$ cat src/rtl/input_conditioner.sv
`timescale 1ns/1ps
// input_conditioner
//   Front-end conditioner for the asynchronous field inputs of the experiment
//   sequencer (start button, fast-gate opto, phase, wire sensor, detector-ready).
//   Each channel is synchronized through two flops and then debounced. A level
//   change is accepted only after it has been held for DEBOUNCE_CYCLES clocks.
//   An accepted change produces a single-clock rise or fall strobe. A change
//   that reverts before acceptance is counted as a bounce, in a saturating
//   per-channel counter.
//
// Ports
//   clock         system clock (200 MHz)
//   reset         asynchronous, active-high; returns every register to its idle value
//   sig_in        raw asynchronous inputs, one bit per channel
//   bounce_clear  synchronous clear of all bounce counters
//   sig_level     debounced level per channel
//   sig_rise      1-clock strobe when sig_level goes 0->1
//   sig_fall      1-clock strobe when sig_level goes 1->0
//   bounce_count  rejected transitions; channel k occupies [k*CNT_W +: CNT_W]
module input_conditioner #(
  parameter int              N_CH            = 5,
  parameter int              DEBOUNCE_CYCLES = 40,
  parameter int              CNT_W           = 8,
  parameter logic [N_CH-1:0] INIT_LEVEL      = '0
) (
  input  logic                    clock,
  input  logic                    reset,
  input  logic [N_CH-1:0]         sig_in,
  input  logic                    bounce_clear,
  output logic [N_CH-1:0]         sig_level,
  output logic [N_CH-1:0]         sig_rise,
  output logic [N_CH-1:0]         sig_fall,
  output logic [N_CH*CNT_W-1:0]   bounce_count
);

  localparam int             CW      = $clog2(DEBOUNCE_CYCLES + 1);
  localparam logic [CW-1:0]  CNT_MAX = CW'(DEBOUNCE_CYCLES);
  localparam logic [CW-1:0]  CNT_ONE = CW'(1);

  localparam logic [0:0] ST_STABLE = 1'b0;
  localparam logic [0:0] ST_CHECK  = 1'b1;

  logic [N_CH-1:0] sync_p0;
  logic [N_CH-1:0] sync_p1;
  logic [N_CH-1:0] state;
  logic [CW-1:0]   cnt [N_CH];
  logic [N_CH-1:0] bounce_inc;

  // Clear wins over the held value, but an increment landing in the same
  // clock as the clear is kept so the event is not lost.
  function automatic logic [CNT_W-1:0] bounce_next(input logic [CNT_W-1:0] cur,
                                                   input logic             inc,
                                                   input logic             clr);
    if (clr) begin
      return inc ? CNT_W'(1) : '0;
    end
    if (inc && (cur != {CNT_W{1'b1}})) begin
      return cur + CNT_W'(1);
    end
    return cur;
  endfunction

  // A bounce is a return to the accepted level while a change is being qualified.
  always_comb begin
    bounce_inc = '0;
    for (int k = 0; k < N_CH; k++) begin
      bounce_inc[k] = (state[k] == ST_CHECK) && (sync_p1[k] == sig_level[k]);
    end
  end

  always_ff @(posedge clock or posedge reset) begin
    if (reset) begin
      sync_p0      <= INIT_LEVEL;
      sync_p1      <= INIT_LEVEL;
      sig_level    <= INIT_LEVEL;
      sig_rise     <= '0;
      sig_fall     <= '0;
      state        <= '0;
      bounce_count <= '0;
      for (int k = 0; k < N_CH; k++) begin
        cnt[k] <= '0;
      end
    end else begin
      // stage p0 -> p1: two-flop synchronizer; only sync_p1 feeds the debouncer
      sync_p0 <= sig_in;
      sync_p1 <= sync_p0;

      // debounce stage: per-channel STABLE/CHECK machine on sync_p1
      for (int k = 0; k < N_CH; k++) begin
        sig_rise[k] <= 1'b0;
        sig_fall[k] <= 1'b0;
        if (state[k] == ST_STABLE) begin
          if (sync_p1[k] != sig_level[k]) begin
            state[k] <= ST_CHECK;
            cnt[k]   <= CNT_ONE;
          end else begin
            cnt[k]   <= '0;
          end
        end else begin
          if (sync_p1[k] == sig_level[k]) begin
            state[k] <= ST_STABLE;
            cnt[k]   <= '0;
          end else if (cnt[k] == CNT_MAX) begin
            sig_level[k] <= sync_p1[k];
            sig_rise[k]  <= sync_p1[k];
            sig_fall[k]  <= ~sync_p1[k];
            state[k]     <= ST_STABLE;
            cnt[k]       <= '0;
          end else begin
            cnt[k] <= cnt[k] + CNT_ONE;
          end
        end
        bounce_count[k*CNT_W +: CNT_W] <=
          bounce_next(bounce_count[k*CNT_W +: CNT_W], bounce_inc[k], bounce_clear);
      end
    end
  end

endmodule

$ cat config.mk
export PLATFORM = sky130hd
export DESIGN_NAME = input_conditioner
export DESIGN_NICKNAME = d
export VERILOG_FILES = /design/src/rtl/input_conditioner.sv
export SDC_FILE = /design/constraint.sdc
export NUM_CORES = 1
export LEC_CHECK = 0
export CORE_ASPECT_RATIO = 0.8
export CORE_MARGIN = 3
export CORE_UTILIZATION = 50
export CTS_CLUSTER_SIZE = 16
export DETAILED_ROUTE_END_ITERATION = 10
export PLACE_DENSITY = 0.74
export SLEW_MARGIN = 20
export SYNTH_ARGS = -nofsm -noshare
export SYNTH_HDL_FRONTEND = slang
export SYNTH_SLANG_ARGS = --single-unit
$ cat constraint.sdc
create_clock -name clock -period 3.9 [get_ports clock]
set_clock_uncertainty 0.05 [all_clocks]
set_input_delay 0.585 -clock clock [delete_from_list [all_inputs] [get_ports clock]]
set_output_delay 0.585 -clock clock [all_outputs]
set_load 0.02 [all_outputs]
### Yosys cells after proc, flatten, opt, wreduce, memory -nomap -nowiden

Cells that the tools add are included.

* equal/unequal tests: 20
* reductions and logical operators: 20
* bitwise operators: 10
* add/sub/neg operators: 10
* mux-type cells: 106

Operator list (count)
* 8-bit two-way mux: 20
* 6-bit two-way mux: 15
* 1-bit two-way mux: 71
* 8-bit by 1-bit adder with 8-bit output, second input constant: 5
* 8-bit != test, second input constant: 5
* 6-bit by 1-bit adder with 6-bit output, second input constant: 5
* 6-bit == test, second input constant: 5
* 3-bit AND reduction: 5
* 1-bit logical AND: 10
* 1-bit inverter: 10
* 2-bit nonzero test: 5
* 1-bit == test: 5
* 1-bit != test: 5

* output and inout port bits: 55
* input port bits: 8
* bits in registers: 100

### Logic depth before layout (Yosys ltp)

* depth in word-level cells: 7
* mapped depth: 6
* gate-level depth less buffers: 6

### Worst setup path after synthesis

OpenSTA, ideal clock, no wires.

* kind: reg2reg
* from: register bounce_count[34]
* to: register bounce_count[39]
* buffers on the path: 2
* clock period less this slack: 1946 ps
* library setup time: 78 ps
* slack: 1954 ps
* cell stages (with the launch flop): 7
* data arrival time: 1818 ps
* cells stage by stage: dfrtp_1 and3_4 buf_6 a311o_1 buf_6 or4_1 a21oi_1

* word-level cells in the longest chain between the ends: 5
* elaborated cells between the ends (all ways): 9

Ends and longest elaborated chain
* start, declared: line 33 `output logic [N_CH*CNT_W-1:0] bounce_count`
* start signal, assigned by index: line 113 `bounce_count[k*CNT_W +: CNT_W] <=`
* branches (longest 5 deep; another with 8-bit by 1-bit adder with 8-bit output)

Parallel ways; which one is timed is not known. The select of a mux whose other input is x is not followed.
A chain may end at the register's enable or synchronous reset.

### Worst setup path in the final report

* from: register bounce_count[32]
* to: output bounce_count[32]

No word-level cell between the ends.

==> metrics.txt <==
Sink Count=100; R2R Path End=bounce_count[12]; Setup WS post-layout=~1.8 ns; Post-Synth Simple-Gate Area=19.7%; most numerous cell in the Yosys netlist=dfrtp_1; RSZ-0062 raised after global routing=false; crit-path leading delay family=buffers and inverters; Slew headroom=a little under half; Setup violations, final=0; syn nets=467; register area=about 0.0025 mm²; Fillers=730; Mapped Area=between 0.004 and 0.005 mm²; Multi-input gate area=roughly 0.0020 mm²; ys async rst share=100%; Slew @ Worst Pin=0.795 ns; DR vias/cell=approximately 5.7; Worst R2R Setup Slack=1.80 ns; P&R area growth vs syn=21.4%; CTS buffer count=9; port bufs=62; Startpoint Class=register; hold endpoint=sync_p1[2]; design area=about 0.0056 mm²; final-report max-slew violation count=0; Post-synth top cells=100 x dfrtp_1, 55 x nor2_1, 33 x nand3_1; CTS root buffer=clkbuf_16; FF-to-FF Start=sig_level[1]; Tot Pwr=around 2.1 mW; sequential element share of the synthesized area=53.9%; Worst-Skew Late Latency=around 0.34 ns; cell count after synthesis=between 400 and 500; GR Layer Usage met2=roughly 33%; DR iter-0 viols=approximately 160; CP max-delay cell=clkdlybuf4s50_1; post-CTS setup buffers=0; deepest clock path buffer count=2; maxcap violations=0; Die W=~110 µm; complex-gate fraction of the synthesized area=a little over 9%; Fin. Hold Viols=0; worst stage delay on the critical path=approximately 0.66 ns; M1 GR Usage=roughly a quarter; yosys warns=0; nets@finish=about 530; status=finished clean; Worst Path Required=3.26 ns; Reg2Reg Depth=4; grt met3 use=5.61%; count of cell types in the netlist=49; Die Ht=slightly above 90 µm; EDFF count, synth=0; TNS Setup=0 ns; crit-path max FO=7; io pins=63; crit path cell chain=clkdlybuf4s50_1; Via Count=3537; Post-Syn Area per Cell=roughly 10 µm²; Lkg Pwr=2.37 nW; Initial DRT Pass Iterations=4; post-synth top area share=53.9%; # diodes=0; min cycle time layout=2.12 ns; first-pass GRT wire length=between 15000 and 20000 µm; largest family of logic cells by synthesized area=simple AND/OR/NAND/NOR gates; remaining global-route overflow=0; largest net degree at the start of global routing=55; starting density of the core=approximately 53%; number of synthesized register bits=100; Max Fclk=between 0.4 and 0.5 GHz; DRC=0; critical path arrival=1.49 ns; DRT antenna net count=0; H-Tree Depth=3; final hold slack=roughly 0.30 ns; die area=between 0.01 and 0.015 mm²; vias in the first global route=approximately 3600; ys flop type=dfrtp_1; period utilization=a little over half; Clock transition at path regs=around 0.070 ns; mux contribution to synthesized area=under 10%; worst path buffer plus inverter count=1; Placement Cell Area=0.00537 mm²; CP Capture Type=output port; Total Wirelength=9640 µm; PD cells=roughly 370 mW/mm²; TritonCTS clock tree=built; Worst Hold Depth=0; DP Wirelength=between 6000 and 7000 µm; DP Worst Slack=~1.4 ns; hold path start=sync_p0[2]; # rows=30; post-cts sizing count=0; Synth Area in Adders=4.04%; core box area=around 0.0087 mm²; Worst VDD drop=about 0.0004 V; Tot GR Track Use=19.9%; Hold WC Path Type=reg -> reg; Inst Count DP=between 600 and 700; Synth area leader=dfrtp_1; Final Non-Filler Cells=625; synth top area cells=dfrtp_1 54%, nor2_1 4.4%, ha_1 4.0%, xnor2_1 3.8%, nand3_1 3.6%; initial antenna violation count=0; routed length per instance=15.4 µm; fraction of layout cells with a size suffix above 1=~7%; Hold Buf Count CTS=0; most used routing layer=met2; XOR/XNOR Fraction of Synth Area=6.38%; Final GP Congestion=0.819; crit path kind=reg -> out; Core Util, Final=~65%
-- worst max-delay path by stage --
stage	from	endpoint	slack (ns)	cells past startpoint
after floorplan	reset	bounce_count[0]	0.65	1
after global placement	bounce_clear	bounce_count[8]	1.51	5
after detailed placement	bounce_clear	bounce_count[8]	1.42	5
after CTS	bounce_count[19]	bounce_count[19]	1.76	1
after global routing	bounce_clear	bounce_count[8]	1.60	5
final	bounce_count[32]	bounce_count[32]	1.78	1
-- flip-flops by register name, summed over array words and instances, names as in the netlist --
signal / count
state: 5
bounce_count: 40
sync_p1: 5
sig_level: 5
cnt: 30
sig_fall: 5
sync_p0: 5
sig_rise: 5
-- report_power, final --
part / total [mW] / internal (mW) / switching, mW
registers: 1.11 / 1.07 / 0.0453
clock network: 0.820 / 0.448 / 0.371
logic: 0.164 / 0.0674 / 0.0963
total: 2.10 / 1.58 / 0.513
-- cells by family (layout without fill, tap and decap cells) --
group	count (synthesis)	count (layout)
xor gates and xnor gates	33	33
buffers and inverters	35	104
DFF	100	100
adders and majority gates	15	15
AOI/OAI and AO/OA	65	65
muxes	15	15
and+or+nand+nor	181	181
-- final cells by class --
type / instances / area share, %
Clock buffer: 12 / 4.37
Clock inverter: 4 / 0.444
Inverter: 23 / 1.57
Multi-Input combinational cell: 309 / 35.4
Sequential cell: 100 / 44.4
Tap cell: 112 / 2.48
Timing Repair Buffer: 65 / 11.4
-- placed cells by master, fill, tap and decap left out, types with 12 or more instances in the layout --
cell type        instances
xor2_1                  12
nand3_1                 33
xnor2_1                 20
dfrtp_1                100
ha_1                    15
nor2_1                  55
nand2_1                 26
clkdlybuf4s50_1         62
a21oi_1                 16
inv_1                   22
-- per-layer routing --
metal,vias to the layer above,share of wire (%)
met1,1754,47
met3,5,4.4
met2,82,48
met4,0,0.57
met5,-,0
li1,1696,-
Power figures use the tool's default switching activity.
